[config.mk]
export PLATFORM = sky130hd
export DESIGN_NAME = io_retime_pipe
export DESIGN_NICKNAME = d
export VERILOG_FILES = /design/src/rtl/io_retime_pkg.sv /design/src/rtl/io_retime_stage.sv /design/src/rtl/io_retime_pipe.sv
export SDC_FILE = /design/constraint.sdc
export NUM_CORES = 1
export LEC_CHECK = 0
export ABC_AREA = 1
export CORE_MARGIN = 2
export CORE_UTILIZATION = 40
export CTS_BUF_LIST = sky130_fd_sc_hd__clkbuf_4
export CTS_CLUSTER_DIAMETER = 60
export CTS_CLUSTER_SIZE = 20
export DETAILED_ROUTE_END_ITERATION = 6
export PLACE_DENSITY = 0.69
export RECOVER_POWER = 25
export SLEW_MARGIN = 20
export SYNTH_ARGS = -nofsm -noshare
export SYNTH_HDL_FRONTEND = slang
export SYNTH_SLANG_ARGS = --single-unit
[constraint.sdc]
create_clock -name CLK -period 3.98 [get_ports CLK]
set_input_delay 0.796 -clock CLK [delete_from_list [all_inputs] [get_ports CLK]]
set_output_delay 0.796 -clock CLK [all_outputs]
set_load 0.01 [all_outputs]
[src/rtl/io_retime_pkg.sv]
// Shared limits and helpers for the io_retime pipeline: lane slicing and
// the width of the occupancy counter.
package io_retime_pkg;

    localparam int WIDTH_MIN    = 1;
    localparam int WIDTH_MAX    = 64;
    localparam int CHANNELS_MIN = 1;
    localparam int CHANNELS_MAX = 16;
    localparam int DEPTH_MIN    = 1;
    localparam int DEPTH_MAX    = 8;

    // Lowest bit index of a lane inside a packed multi-lane word.
    function automatic int lane_lsb(input int lane, input int width);
        return lane * width;
    endfunction

    // Bits needed to hold an occupancy value in the range 0..depth.
    function automatic int count_width(input int depth);
        return $clog2(depth + 1);
    endfunction

endpackage

[src/rtl/io_retime_stage.sv]
// One pipeline stage: a valid bit plus a data word, loaded together under
// control of the chain-wide load signal; flush clears only the valid bit.
module io_retime_stage #(
    parameter int             DW        = 64,
    parameter logic [DW-1:0]  INIT_WORD = '0
) (
    input  logic          clk,
    input  logic          rst,
    input  logic          load,
    input  logic          flush,
    input  logic          in_valid,
    input  logic [DW-1:0] in_data,
    output logic          valid,
    output logic [DW-1:0] data
);

    logic          valid_q;
    logic          valid_d;
    logic [DW-1:0] data_q;
    logic [DW-1:0] data_d;

    // Next-state: flush wins; data only moves when a real word arrives.
    always_comb begin
        valid_d = valid_q;
        data_d  = data_q;
        if (flush) begin
            valid_d = 1'b0;
        end else if (load) begin
            valid_d = in_valid;
            if (in_valid) begin
                data_d = in_data;
            end else begin
                data_d = data_q;
            end
        end else begin
            valid_d = valid_q;
        end
    end

    // Stage registers with asynchronous reset to the lane init pattern.
    always_ff @(posedge clk or posedge rst) begin
        if (rst) begin
            valid_q <= 1'b0;
            data_q  <= INIT_WORD;
        end else begin
            valid_q <= valid_d;
            data_q  <= data_d;
        end
    end

    assign valid = valid_q;
    assign data  = data_q;

endmodule

[src/rtl/io_retime_pipe.sv]
// Elastic multi-lane retiming pipeline of DEPTH stages with bubble collapse,
// synchronous flush and an occupancy count; outputs come straight from flops.
module io_retime_pipe
    import io_retime_pkg::*;
#(
    parameter int               WIDTH    = 16,
    parameter int               CHANNELS = 4,
    parameter int               DEPTH    = 2,
    parameter logic [WIDTH-1:0] INIT     = '0
) (
    input  logic                         CLK,
    input  logic                         ASYNCRESET,
    input  logic [CHANNELS*WIDTH-1:0]    I,
    input  logic                         I_valid,
    output logic                         I_ready,
    output logic [CHANNELS*WIDTH-1:0]    O,
    output logic                         O_valid,
    input  logic                         O_ready,
    input  logic                         flush,
    output logic [$clog2(DEPTH+1)-1:0]   count
);

    localparam int DW = CHANNELS * WIDTH;
    localparam int CW = count_width(DEPTH);

    function automatic logic [DW-1:0] build_init(input logic [WIDTH-1:0] lane_val);
        logic [DW-1:0] w;
        w = '0;
        for (int k = 0; k < CHANNELS; k++) begin
            w[lane_lsb(k, WIDTH) +: WIDTH] = lane_val;
        end
        return w;
    endfunction

    localparam logic [DW-1:0] INIT_WORD = build_init(INIT);

    logic [DEPTH-1:0] valid_s;
    logic [DEPTH-1:0] load_s;
    logic [DEPTH-1:0] in_valid_s;
    logic [DW-1:0]    data_s    [DEPTH];
    logic [DW-1:0]    in_data_s [DEPTH];
    logic [CW-1:0]    cnt_s;

    // Stage s may load unless it and every stage ahead of it is full and
    // the consumer is stalling; this is what collapses bubbles.
    always_comb begin
        logic all_full;
        load_s   = '0;
        all_full = 1'b1;
        for (int s = DEPTH - 1; s >= 0; s--) begin
            all_full  = all_full & valid_s[s];
            load_s[s] = O_ready | ~all_full;
        end
    end

    // Occupancy is the popcount of the stage valid bits.
    always_comb begin
        cnt_s = '0;
        for (int s = 0; s < DEPTH; s++) begin
            cnt_s = cnt_s + CW'(valid_s[s]);
        end
    end

    for (genvar s = 0; s < DEPTH; s++) begin : g_stage
        if (s == 0) begin : g_head
            assign in_valid_s[s] = I_valid;
            assign in_data_s[s]  = I;
        end else begin : g_body
            assign in_valid_s[s] = valid_s[s-1];
            assign in_data_s[s]  = data_s[s-1];
        end

        io_retime_stage #(
            .DW        (DW),
            .INIT_WORD (INIT_WORD)
        ) u_stage (
            .clk      (CLK),
            .rst      (ASYNCRESET),
            .load     (load_s[s]),
            .flush    (flush),
            .in_valid (in_valid_s[s]),
            .in_data  (in_data_s[s]),
            .valid    (valid_s[s]),
            .data     (data_s[s])
        );
    end

    assign I_ready = load_s[0] & ~flush;
    assign O       = data_s[DEPTH-1];
    assign O_valid = valid_s[DEPTH-1];
    assign count   = cnt_s;

endmodule

; ---- After elaboration in Yosys (flattened, before gate mapping)
; Index checks and enable logic that the tools add are counted.
; W data, S select, Z words.
[op_classes]
addsub = 1
muxes = 4
bitwise = 7
reduce_logical = 4
[op_table]
columns = operator, n
row1 = $reduce_and A3 Y1, 2
row2 = $mux W1, 4
row3 = $reduce_bool A2 Y1, 2
row4 = $not A1 Y1, 3
row5 = $add A1 B1 Y2, 1
row6 = $and A1 B1 Y1, 2
row7 = $or A1 B1 Y1, 2
[word_totals]
ff_bits = 130
inputBits = 69
out_inout_bits = 68

; ---- Logic depth before layout (Yosys ltp)
; Gate-level depths: netlist of the first run.
[logic_depth]
depth_word = 5
ltp_mapped = 7
ltp_nobuf = 5

; ---- Hierarchy
; From an unflattened synthesis of the first run, not the netlist that was laid out.
[hier_totals]
hier_cells = 585
hier_area_um2 = 5440.2
[by_module_without_submodules]
columns = module, instances, cells_each, area_each_um2, seq_area_each_um2
row1 = io_retime_stage, 2, 290, 2703.8, 1626.6
row2 = io_retime_pipe, 1, 5, 32.5, 0.0

; ---- Worst setup path before layout of the first run
; OpenSTA, ideal clock, no wires.
[synth_timing]
path_type = input to output
startpoint = in O_ready
endpoint = out I_ready
t_arrival_ns = 1.056
required_ns = 3.184
path_slack_ns = 2.128
path_stages = 2
path_cell_list = inv_1 > a21oi_1
[synth_between]
elab_chain_cells = 2
[synth_rtl]
columns = item, line
row1 = start: declaration, io_retime_pipe.sv:18  ; input logic O_ready,
row2 = $or A1 B1 Y1, io_retime_pipe.sv:52  ; load_s[s] = O_ready | ~all_full;
row3 = $and A1 B1 Y1, io_retime_pipe.sv:88  ; assign I_ready = load_s[0] & ~flush;
row4 = end: declaration, io_retime_pipe.sv:15  ; output logic I_ready,
; No other way between the ends.

; ---- Final worst setup path of the first run
[layout_timing]
startpoint = in flush
endpoint = out I_ready
[layout_between]
elab_chain_cells = 2
[layout_rtl]
columns = item, line
row1 = start: declaration, io_retime_pipe.sv:19  ; input logic flush,
row2 = $not A1 Y1 (no line), -
row3 = $and A1 B1 Y1, io_retime_pipe.sv:88
; No other way between the ends.

==> impl_metrics.csv, run 1 <==
group,metric,value,unit
outcome,status,"complete, no violations",
pwr,power_frac_seq,49.8,%
logic_synthesis,syn_area,5660,sq um
timing,max_slew.worst_pin.slew,1.46,ns
global_routing,grt_max_degree,70,
worst_setup_path,critPathKind,"input port to output port",
placement,numPortBuffers,136,
global_routing,antenna_found_initial,0,
global_routing,grt_pass1_vias,4245,
clock_network,postCtsSetupBuffers,0,
cells_and_area,nNetsFinal,762,
placement,placedCellCount,853,
timing,setup_viol,0,
global_routing,grt_pass1_wl,20500,um
floorplan,die-width,123,um
cells_and_area,fillers,1306,
hold_path,hp-class,"flop to flop",
drt,vias_per_cell,4.85,
drt,dr.pass1.iters,4,
drt,drt_iter0_drc,311,
floorplan,dieArea,15100,sq um
placement,dp_hpwl,7640,um
clock_network,cts_resized,0,
cells_and_area,n_antenna_cell,0,
cells_and_area,fin_area,6910,sq um
logic_synthesis,synth_seq_area_share,57.4,%
timing,hold_violations,0,
pwr,leakagePower,3.49,nW
clock_network,clkSinkCount,130,
logic_synthesis,synth_cell_type_count,13,
drt,routed_wl,12300,um
timing,worst_clock_skew,0.0107,ns
timing,slew_violations,0,
clock_network,clkTransAtPathRegs,0.10,ns
logic_synthesis,yosysWarnings,0,
logic_synthesis,synth.avg_cell_area,8.93,sq um
timing,setup_ws,1.11,ns
floorplan,initial_core_util,40.8,%
clock_network,cts_tree,"built",
logic_synthesis,synthDominantCellAreaShare,57.4,%
global_routing,gr-total-overflow,0,
logic_synthesis,yosys.area.top_type,"dfrtp_1",
logic_synthesis,syn_inst,634,
worst_setup_path,required,3.18,ns
drt,ant_nets,0,
pwr,peakVddDrop,0.205,mV
cells_and_area,final_cells,883,
pwr,power.share.clock,28.5,%
floorplan,num_rows,43,
timing,max_freq,349,MHz
logic_synthesis,yosys-top-cells-area,"dfrtp_1, nand2_1, nand3_1, buf_4, buf_2",
floorplan,pin_count,137,
clock_network,h-tree-depth,4,
floorplan,dieHeight,123,um
placement,placed_cell_area,6610,sq um
placement,dp_slack,1.10,ns
worst_setup_path,cp-end-kind,"output port",
timing,min_period,2.87,ns
global_routing,grt.total_usage,17.5,%
clock_network,cts.path.max_buffers,2,
cells_and_area,area_growth,22.0,%
floorplan,core-area,13900,sq um
clock_network,cts-root-buf,"clkbuf_4",
clock_network,ctsHoldBuffers,0,
pwr,swShare,26.8,%
pwr,power_frac_comb,21.7,%
cells_and_area,mostFrequentLayoutCells,"nand2_1, clkdlybuf4s50_1, dfrtp_1",
drt,wl_per_cell,13.9,um
worst_setup_path,arrival,2.07,ns
clock_network,clkLatencyLatePin,0.53,ns
timing,timing.hold.ws,0.478,ns
logic_synthesis,syn_nets,704,
logic_synthesis,ys_ff_latch,130,
placement,place.gp.congestion,0.759,
pwr,internal_power,2.47,mW
worst_setup_path,cp_max_fo,4,
drt,vias,4279,
clock_network,cts_inserted_buffers,17,
timing,rsz0062_at_grt,"no",
pwr,netSwitchingPower,0.906,mW
cells_and_area,layout_commonest_cell,"nand2_1",
drt,drc,0,
flow_run,cap_violations,0,
timing,fin_crit_sh,72.1,%
timing,relSlewSlack,2.39,%
pwr,cellPowerDensity,488,nW/um^2
timing,fin_tns_setup,0,ns
cells_and_area,final_layout_size_suffix_gt1_share,5.97,%
worst_setup_path,cp-start-kind,"input port",
[area by class of cell]
class	count	area, sq um	share of cell area [%]
sequential	130	3250	47.1
multi-input combinational	395	1680	24.3
timing repair buffer	144	1430	20.7
clock buffer	22	165	2.39
inverter	4	16.3	0.235
clock inverter	8	136	1.97
tap	180	225	3.26
[synth_stat cells]
cell        n
a21oi_1     2
buf_2      24
ha_1        1
nand2_2     1
dfrtp_1   130
buf_4      73
nor2_1      1
nor2_2      1
nand3_1   129
clkbuf_1    3
buf_6       5
inv_1       4
nand2_1   260
[power by group through the flow]
stage	Clock, mW	Combinational [mW]	Sequential, mW
6_report	0.963	0.733	1.68
5_1_grt	1.06	0.822	1.71
4_1_cts	0.994	0.746	1.68
3_5_place_dp	0	0.745	1.70
3_3_place_gp	0	0.729	1.70
2_1_floorplan	0	0.534	1.67
[registers in the layout, summed over array words and instances (netlist names)]
signal	count
g_stage.u_stage.valid	2
g_stage.u_stage.data	128
[per-layer routing]
layer | wire length (um) | up-vias | share of wire (%) | GRT usage (%)
li1 | - | 2075 | - | -
met1 | 5300 | 2050 | 43 | 22.4
met2 | 5850 | 141 | 48 | 27.0
met3 | 961 | 13 | 7.8 | 6.60
met4 | 177 | 0 | 1.4 | 6.96
met5 | 0 | - | 0 | 0
[metrics by stage]
step | utilization [%] | power [mW]
after detailed placement | 47.6 | 2.45
after global placement | 47.6 | 2.43
after global routing | 49.8 | 3.59
after floorplan | - | 2.20
final | 49.8 | 3.38
after CTS | 49.8 | 3.42
[kinds of logic after synthesis]
group	Yosys count	share of synthesized area [%]
buf+inv	109	13.3
fa+ha+maj	1	0.221
simple gates	392	28.9
flops	130	57.4
compound gates	2	0.177
[path summary, 6_finish.rpt]
kind,slack [ns],startpoint,cells after the start,endpoint
worst max-delay path,1.11,flush,3,I_ready
worst min-delay path,0.48,g_stage[1].u_stage.data[15],2,g_stage[1].u_stage.data[15]
worst max register to register,2.07,g_stage[1].u_stage.valid,6,g_stage[0].u_stage.data[36]
worst min register to register,0.48,g_stage[1].u_stage.data[15],2,g_stage[1].u_stage.data[15]
max in group asynchronous,1.93,ASYNCRESET,3,g_stage[0].u_stage.data[19]
min in group asynchronous,1.03,ASYNCRESET,2,g_stage[0].u_stage.data[61]
[worst max-delay path, cell delays in order]
cell and delay [ns]:
clkdlybuf4s50_1 0.54, a21oi_1 0.19, clkdlybuf4s50_1 0.55
No activity file was read; power rests on OpenSTA's default activity.
==> inputs of run 2 (changes only) <==
--- a/config.mk
+++ b/config.mk
@@ -12,7 +12,7 @@
 export CTS_CLUSTER_DIAMETER = 60
 export CTS_CLUSTER_SIZE = 20
 export DETAILED_ROUTE_END_ITERATION = 6
-export PLACE_DENSITY = 0.69
+export PLACE_DENSITY = 0.67
 export RECOVER_POWER = 25
 export SLEW_MARGIN = 20
 export SYNTH_ARGS = -nofsm -noshare
==> constraint.sdc (replaced) <==
create_clock -name CLK -period 2.8 [get_ports CLK]
set_input_delay 0.56 -clock CLK [delete_from_list [all_inputs] [get_ports CLK]]
set_output_delay 0.56 -clock CLK [all_outputs]
set_load 0.01 [all_outputs]
==> run 2 against run 1 <==
  * The run now ends with capacitance limit, slew limit left
  * First-iteration DRC count down 14%
  * Sequential share of layout area rose by 0.49 points
  * Wire length grew 0.54%
  * Global-route usage hardly changed
  * Via count shrank 1.4%
  * Critical endpoint unchanged
  * Largest cell class unchanged
==> impl_metrics.csv, run 2 (synthesized netlist as in run 1, its figures left out) <==
group,metric,value,unit
clock_network,clkLatencyLatePin,0.53,ns
worst_setup_path,arrival,1.93,ns
hold_path,min_from,"g_stage[1].u_stage.data[22]",
clock_network,cts_tree,"built",
cells_and_area,area_growth,20.7,%
timing,rsz0062_at_grt,"no",
timing,hold_violations,0,
cells_and_area,final_cells,883,
pwr,cellPowerDensity,655,nW/um^2
pwr,swShare,28.6,%
clock_network,cts_inserted_buffers,17,
worst_setup_path,r2r_start,"g_stage[1].u_stage.valid",
timing,timing.hold.ws,0.476,ns
worst_setup_path,worst_path_max_delay_cell,"clkdlybuf4s50_1",
global_routing,antenna_found_initial,1,
global_routing,grt_max_degree,131,
global_routing,grt_pass1_vias,4175,
timing,worst_clock_skew,0.0113,ns
pwr,leakagePower,3.46,nW
cells_and_area,largest_reg_flops,128,
global_routing,gr-total-overflow,0,
worst_setup_path,required,2.24,ns
clock_network,cts-root-buf,"clkbuf_4",
drt,wl_per_cell,14.0,um
drt,dr.pass1.iters,4,
pwr,peakVddDrop,0.311,mV
global_routing,grt_pass1_wl,20100,um
clock_network,h-tree-depth,4,
timing,min_period,2.49,ns
clock_network,cts.path.max_buffers,2,
floorplan,num_rows,43,
cells_and_area,layout_commonest_cell,"nand2_1",
cells_and_area,fillers,1322,
worst_setup_path,path_cells,"ha_1 -> a21oi_1 -> clkdlybuf4s50_1",
timing,max_slew.worst_pin.slew,1.74,ns
timing,setup_viol,0,
cells_and_area,n_antenna_cell,0,
worst_setup_path,cp-start-kind,"flop",
timing,max_freq,402,MHz
pwr,power.share.clock,23.5,%
clock_network,postCtsSetupBuffers,0,
worst_setup_path,cp-end-kind,"output port",
worst_setup_path,critPathMaxStageDelay,0.55,ns
clock_network,ctsHoldBuffers,0,
placement,place.gp.congestion,0.756,
clock_network,cts_resized,0,
pwr,internal_power,3.20,mW
floorplan,core-area,13900,sq um
global_routing,grt.total_usage,17.5,%
outcome,status,"finished, violations left",
drt,drt_iter0_drc,267,
worst_setup_path,critPathKind,"flop to output port",
flow_run,cap_violations,1,
pwr,power_frac_seq,53.3,%
placement,numPortBuffers,136,
timing,slew_violations,131,
clock_network,clkTransAtPathRegs,0.10,ns
cells_and_area,register_area,3250,sq um
hold_path,hp-class,"flop to flop",
floorplan,initial_core_util,40.8,%
placement,placedCellCount,853,
drt,routed_wl,12400,um
cells_and_area,nNetsFinal,762,
timing,fin_crit_sh,88.8,%
outcome,violations,"capacitance limit, slew limit",
pwr,power_frac_comb,23.2,%
pwr,netSwitchingPower,1.28,mW
clock_network,clkSinkCount,130,
placement,dp_hpwl,7430,um
floorplan,die-width,123,um
drt,vias_per_cell,4.78,
worst_setup_path,cp_max_fo,4,
timing,relSlewSlack,-16.1,%
floorplan,dieHeight,123,um
cells_and_area,multi_input_area,1680,sq um
worst_setup_path,cp-startpoint,"g_stage[1].u_stage.valid",
drt,vias,4220,
drt,ant_nets,0,
floorplan,dieArea,15100,sq um
floorplan,pin_count,137,
cells_and_area,final_layout_size_suffix_gt1_share,5.55,%
cells_and_area,mostFrequentLayoutCells,"nand2_1, clkdlybuf4s50_1, dfrtp_1",
drt,drc,0,
timing,fin_tns_setup,0,ns
## run 2: changes by cell type in the layout (fill, tap and decap cells not counted), sizes merged
cell and delta:
buf -1, clkinv +6, clkbuf -2, bufinv -3
## run 2: power by group through the flow
| stage | clock network, mW | logic, mW | registers [mW] |
|---|---|---|---|
| 2_1_floorplan | 0 | 0.760 | 2.37 |
| 3_3_place_gp | 0 | 1.04 | 2.41 |
| 3_5_place_dp | 0 | 1.06 | 2.42 |
| 4_1_cts | 1.10 | 1.06 | 2.39 |
| 5_1_grt | 1.19 | 1.16 | 2.43 |
| 6_report | 1.05 | 1.04 | 2.39 |
## run 2: metal layers
layer / vias to the layer above / routed length [um] / track usage, %
li1: 2063 / - / -
met1: 2018 / 5550 / 22.4
met2: 125 / 5770 / 26.8
met3: 12 / 891 / 7.01
met4: 2 / 121 / 6.68
met5: - / 12 / 0
## run 2: cell type report
type / count / share of cell area (%)
Clock inverter: 11 / 1.06
Sequential cell: 130 / 47.6
Timing Repair Buffer: 144 / 21.1
Clock buffer: 19 / 2.09
Inverter: 4 / 0.274
Tap cell: 180 / 3.29
Multi-Input combinational cell: 395 / 24.6
## run 2: worst paths after layout
| check | endpoint | slack, ns | cells after the start |
|---|---|---|---|
| min | g_stage[1].u_stage.data[22] | 0.48 | 2 |
| max | I_ready | 0.31 | 3 |
| min in group asynchronous | g_stage[0].u_stage.data[50] | 1.11 | 3 |
| min reg2reg | g_stage[1].u_stage.data[22] | 0.48 | 2 |
| max reg2reg | g_stage[0].u_stage.data[20] | 1.09 | 5 |
| max in group asynchronous | g_stage[0].u_stage.data[26] | 0.57 | 3 |
## run 2: worst max-delay path, delay by kind of cell, from the launching register on
family	cells	cell delay, ns
compound gates	1	0.16
fa+ha+maj	1	0.27
buf+inv	1	0.55
flops	1	0.42
## run 2: per-stage QoR
step | utilization [%] | setup slack (ns) | power [mW] | area, sq um
global route | 49.3 | 0.163 | 4.78 | 6840
finish | 49.3 | 0.312 | 4.48 | 6840
floorplan | - | 0.631 | 3.13 | 5670
detailed placement | 47.8 | 0.417 | 3.48 | 6640
CTS | 49.4 | 0.243 | 4.55 | 6850
global placement | 47.8 | 0.435 | 3.45 | 6640
==> inputs of run 3 (changes only) <==
==> constraint.sdc (replaced) <==
create_clock -name CLK -period 2.31 [get_ports CLK]
set_input_delay 0.462 -clock CLK [delete_from_list [all_inputs] [get_ports CLK]]
set_output_delay 0.462 -clock CLK [all_outputs]
set_load 0.01 [all_outputs]
==> run 3 against run 2 <==
  * The flow now finishes without violations
  * Critical path depth shrank 1
  * Wire length about the same
  * Combinational power is 21% higher
  * Cell count rose by 1.1%
  * Global-route usage decreased by 0.21 points
  * Highest routed layer is now met4
  * Total power rose by 26%
  * Clock power up 42%
  * Largest power group unchanged
  * Register-to-register slack lost 0.31 ns
==> impl_metrics.csv, run 3 (synthesized netlist as in run 1, its figures left out) <==
group,metric,value,unit
outcome,status,"complete, no violations",
pwr,cellPowerDensity,814,nW/um^2
floorplan,num_rows,43,
floorplan,die-width,123,um
placement,numPortBuffers,136,
clock_network,cts_tree,"built",
floorplan,core-area,13900,sq um
cells_and_area,layout_commonest_cell,"nand2_1",
timing,min_period,2.21,ns
worst_setup_path,arrival,1.75,ns
floorplan,dieArea,15100,sq um
worst_setup_path,cp-end-kind,"output port",
global_routing,grt.total_usage,17.3,%
cells_and_area,mostFrequentLayoutCells,"nand2_1, clkdlybuf4s50_1, dfrtp_1",
clock_network,clkSinkCount,130,
cells_and_area,final_util,50.0,%
clock_network,cts_inserted_buffers,17,
cells_and_area,fillers,1286,
timing,worst_clock_skew,0.0271,ns
worst_setup_path,cp_max_fo,4,
timing,max_slew.worst_pin.slew,0.786,ns
drt,routed_wl,12400,um
cells_and_area,fin_area,6940,sq um
timing,rsz0062_at_grt,"no",
worst_setup_path,r2r_start,"g_stage[1].u_stage.valid",
clock_network,clkTransAtPathRegs,0.11,ns
cells_and_area,n_antenna_cell,0,
timing,fin_crit_sh,95.8,%
pwr,leakagePower,3.52,nW
cells_and_area,largest_reg_flops,128,
drt,ant_nets,0,
clock_network,cts.path.max_buffers,2,
drt,vias,4243,
floorplan,initial_core_util,40.8,%
worst_setup_path,rr_endpoint,"g_stage[0].u_stage.data[16]",
drt,vias_per_cell,4.75,
cells_and_area,nNetsFinal,770,
worst_setup_path,cp-start-kind,"flop",
floorplan,dieHeight,123,um
worst_setup_path,critPathKind,"flop to output port",
flow_run,cap_violations,0,
global_routing,antenna_found_initial,0,
global_routing,grt_pass1_wl,19800,um
clock_network,cts-root-buf,"clkbuf_4",
hold_path,hp-class,"input port to asynchronous set/reset pin",
timing,fin_tns_setup,0,ns
worst_setup_path,reg2reg_depth,5,
cells_and_area,final_layout_size_suffix_gt1_share,7.43,%
drt,wl_per_cell,13.8,um
drt,dr.pass1.iters,5,
cells_and_area,area_growth,22.4,%
timing,max_freq,452,MHz
worst_setup_path,required,1.85,ns
clock_network,h-tree-depth,4,
clock_network,clkLatencyLatePin,0.55,ns
timing,slew_violations,0,
placement,placed_cell_area,6690,sq um
pwr,power,5.64,mW
placement,dp_hpwl,8050,um
timing,setup_viol,0,
drt,drc,0,
worst_setup_path,rrSetupSlack,0.78,ns
global_routing,grt_pass1_vias,4124,
drt,drt_iter0_drc,273,
timing,hold_violations,0,
floorplan,pin_count,137,
pwr,peakVddDrop,0.282,mV
global_routing,gr-total-overflow,0,
global_routing,grt_max_degree,66,
placement,place.gp.congestion,0.787,
timing,relSlewSlack,47.3,%
-- run 3: changes by cell type in the layout (fill, tap and decap cells not counted), sizes merged --
cell / before / now
buf: 7 / 14
clkbuf: 20 / 26
clkinv: 10 / 6
clkdlybuf4s50: 135 / 133
dlygate4sd2: 0 / 2
bufinv: 1 / 2
-- run 3: where the power goes --
group | total (mW) | internal, mW | switching [mW]
Clock | 1.49 | 0.711 | 0.774
Sequential | 2.90 | 2.67 | 0.229
Combinational | 1.26 | 0.694 | 0.567
Total | 5.64 | 4.07 | 1.57
-- run 3: worst max-delay path, stage by stage, from the launching register on --
cell             delay, ns
dfrtp_1               0.42
ha_2                  0.23
clkdlybuf4s50_1       0.55
-- run 3: area by class of cell --
| class | count | area (sq um) | area share, % |
|---|---|---|---|
| sequential | 130 | 3250 | 46.9 |
| timing repair buffer | 152 | 1490 | 21.5 |
| clock buffer | 24 | 180 | 2.60 |
| multi-input combinational | 395 | 1680 | 24.3 |
| clock inverter | 8 | 86.3 | 1.24 |
| tap | 180 | 225 | 3.25 |
| inverter | 4 | 16.3 | 0.235 |
-- run 3: layer usage --
metal  vias to the layer above  wire length, um  global-route usage [%]  part of all wire [%]
met3                        17              766                    5.49                   6.2
met5                         -                0                       0                     0
met1                      2020             5780                    22.5                    47
li1                       2087                -                       -                     -
met2                       119             5630                    26.9                    46
met4                         0              180                    7.17                   1.5
-- run 3: how the worst max path moves through the flow --
stage	startpoint	to	cells after the start
global placement	O_ready	I_ready	4
floorplan	ASYNCRESET	g_stage[0].u_stage.data[0]	1
finish	g_stage[1].u_stage.valid	count[1]	2
global route	g_stage[1].u_stage.valid	count[1]	2
detailed placement	O_ready	I_ready	4
CTS	g_stage[1].u_stage.valid	count[1]	2
-- run 3: what timing repair did --
action / CTS / global route
hold buffers: 0 / 0
setup endpoints to repair: 2 / 1
setup buffers: 0 / 1
gates resized for setup: 2 / 1
gates cloned: 0 / 0
-- run 3: through the flow --
stage                     std cells  setup slack [ns]  hold slack [ns]
after global placement          860             0.164            0.454
after CTS                       892            0.0122            0.224
final                           893            0.0969            0.447
after detailed placement        860             0.171            0.457
after floorplan                 634             0.239            0.443
after global routing            893           0.00592            0.426
==> RTL change (config.mk and constraints of run 2) <==
`CHANNELS`: 4 -> 3.
--- a/src/rtl/io_retime_pipe.sv
+++ b/src/rtl/io_retime_pipe.sv
@@ -4,7 +4,7 @@
     import io_retime_pkg::*;
 #(
     parameter int               WIDTH    = 16,
-    parameter int               CHANNELS = 4,
+    parameter int               CHANNELS = 3,
     parameter int               DEPTH    = 2,
     parameter logic [WIDTH-1:0] INIT     = '0
 ) (
Ports: changed (resized I and O); port bits go from 137 to 105. The function was not compared with the original's and may differ.
==> RTL change against run 2 <==
  * Clock skew is 0.0074 ns higher
  * Total power is 28% lower
  * Sequential cell count is 32 lower
  * Final area is 25% lower
  * Setup slack better by 0.096 ns
  * Routed wire length is 26% lower
  * Via count is 25% lower
  * Area after synthesis is 25% lower
  * Critical endpoint unchanged
==> RTL change: results (changes against run 2) <==
* Status: finished, final reports clean (was finished, violations left)
* Placer Congestion at 0.777 (was 0.756)
* Critical R2R Capture: g_stage[0].u_stage.data[40] (was g_stage[0].u_stage.data[20])
* R2R Setup Slk at 1.20 ns (was 1.09 ns)
* Hold Crit Depth at 2 (unchanged)
* FILL cells at 1018 (was 1322)
* Post-synth top cells: 197 x nand2_1, 98 x dfrtp_1, 97 x nand3_1 (was 260 x nand2_1, 130 x dfrtp_1, 129 x nand3_1)
* Max FO, Critical Path at 4 (unchanged)
* Buffers on Ports at 104 (was 136)
* Dpl hpwl at 5.60 mm (was 7.43 mm)
* Vias in the first global route at 3176 (was 4175)
* Worst R2R Path Depth at 6 (was 5)
* Fraction of layout cells with a size suffix above 1 at 0.0530 (was 0.0555)
* Clock buffer count from CTS at 9 (was 17)
* GRT Total Usage at 0.168 (was 0.175)
* CTS resizes at 0 (unchanged)
* Final WL at 9.11 mm (was 12.4 mm)
* Register area share after synthesis at 0.576 (was 0.574)
* Worst-Skew Late Latency at 0.46 ns (was 0.53 ns)
* Worst setup path class: reg -> out (unchanged)
* Worst-case clock buffer depth at 2 (unchanged)
* Clk pin slew, worst setup/hold paths at 0.14 ns (was 0.10 ns)
* Pre-antenna DRT Iters at 4 (unchanged)
* Max H-tree Level at 3 (was 4)
* Async set or reset register ratio after synthesis at 1.00 (unchanged)
* Post-synthesis cell type count at 13 (unchanged)
* Hold WC Path Type: reg -> reg (unchanged)
* Nets at 577 (was 762)
* First-pass GRT wire length at 15.1 mm (was 20.1 mm)
* Max reg flops at 96 (was 128)
* Slew HR at 0.110 (was -0.161)
* WHS Endpoint: g_stage[1].u_stage.data[35] (was g_stage[1].u_stage.data[22])
* Critical Path Source: g_stage[1].u_stage.valid (unchanged)
* Root Buffer: clkbuf_4 (unchanged)
* Largest net degree at the start of global routing at 99 (was 131)
* Warnings, synthesis at 0 (unchanged)
* Maximum vdd drop at 0.212 mV (was 0.311 mV)
* Post CTS Setup Buffer Count at 0 (unchanged)
* Leak at 0.00258 µW (was 0.00346 µW)
* Synth Flop Type: dfrtp_1 (unchanged)
* Arrival @ worst endpoint at 1.83 ns (was 1.93 ns)
* Reg-to-Reg Start: g_stage[1].u_stage.valid (unchanged)
* Post-DR vias/cell at 4.78 (about the same)
* Syn_nets at 533 (was 704)
* Hold Crit Start: g_stage[1].u_stage.data[35] (was g_stage[1].u_stage.data[22])
* Synth top area cells: dfrtp_1 58%, nand2_1 17%, nand3_1 11% (was dfrtp_1 57%, nand2_1 17%, nand3_1 11%)
* DRT iter0 DRCs at 134 (was 267)
* Setup Skew at 0.0188 ns (was 0.0113 ns)
* Antenna violations before repair at 0 (was 1)
* WHS at 0.485 ns (was 0.476 ns)
RTL change: stage by stage:
step	instances	total power, µW	worst slack [ns]	area, µm²
after CTS	664	3260	0.369	5150
after floorplan	479	2350	1.08	4260
after global placement	648	2600	0.431	5040
after global routing	664	3410	0.265	5140
final	665	3230	0.408	5140
after detailed placement	648	2620	0.426	5040
RTL change: power by group:
group / switching [µW] / internal [µW] / leakage, µW
registers: 139 / 1660 / 0.00124
clock network: 463 / 186 / 0.0000612
logic: 350 / 432 / 0.00129
total: 952 / 2280 / 0.00258
RTL change: critical path, stage by stage, from the launching register on:
cell	delay, ns
dfrtp_1	0.43
ha_1	0.26
a21oi_1	0.15
clkdlybuf4s50_1	0.55
RTL change: cell type report:
class	instances	area, µm²	area share
timing repair buffer	111	1110	0.215
antenna	1	2.50	0.000487
sequential	98	2450	0.477
clock buffer	10	75.1	0.0146
inverter	4	18.8	0.00365
tap	136	170	0.0331
multi-input combinational	299	1280	0.249
clock inverter	6	33.8	0.00657
RTL change: worst max path at each step:
stage	endpoint	slack, ns	cells after the start
finish	I_ready	0.41	3
global route	I_ready	0.26	3
CTS	I_ready	0.37	3
detailed placement	I_ready	0.43	3
global placement	I_ready	0.43	3
floorplan	g_stage[0].u_stage.data[0]	1.08	1
RTL change: cells by family after synthesis:
family,Yosys count,synth area share
adders and majority gates,1,0.00294
AOI/OAI and AO/OA,2,0.00235
and+or+nand+nor,296,0.292
DFF,98,0.576
buffers and inverters,82,0.126
RTL change: metal layers:
metal  part of all wire  global-route usage
met1               0.45               0.217
met2               0.48               0.273
met3              0.052              0.0377
met4              0.020              0.0705
met5                  0                   0
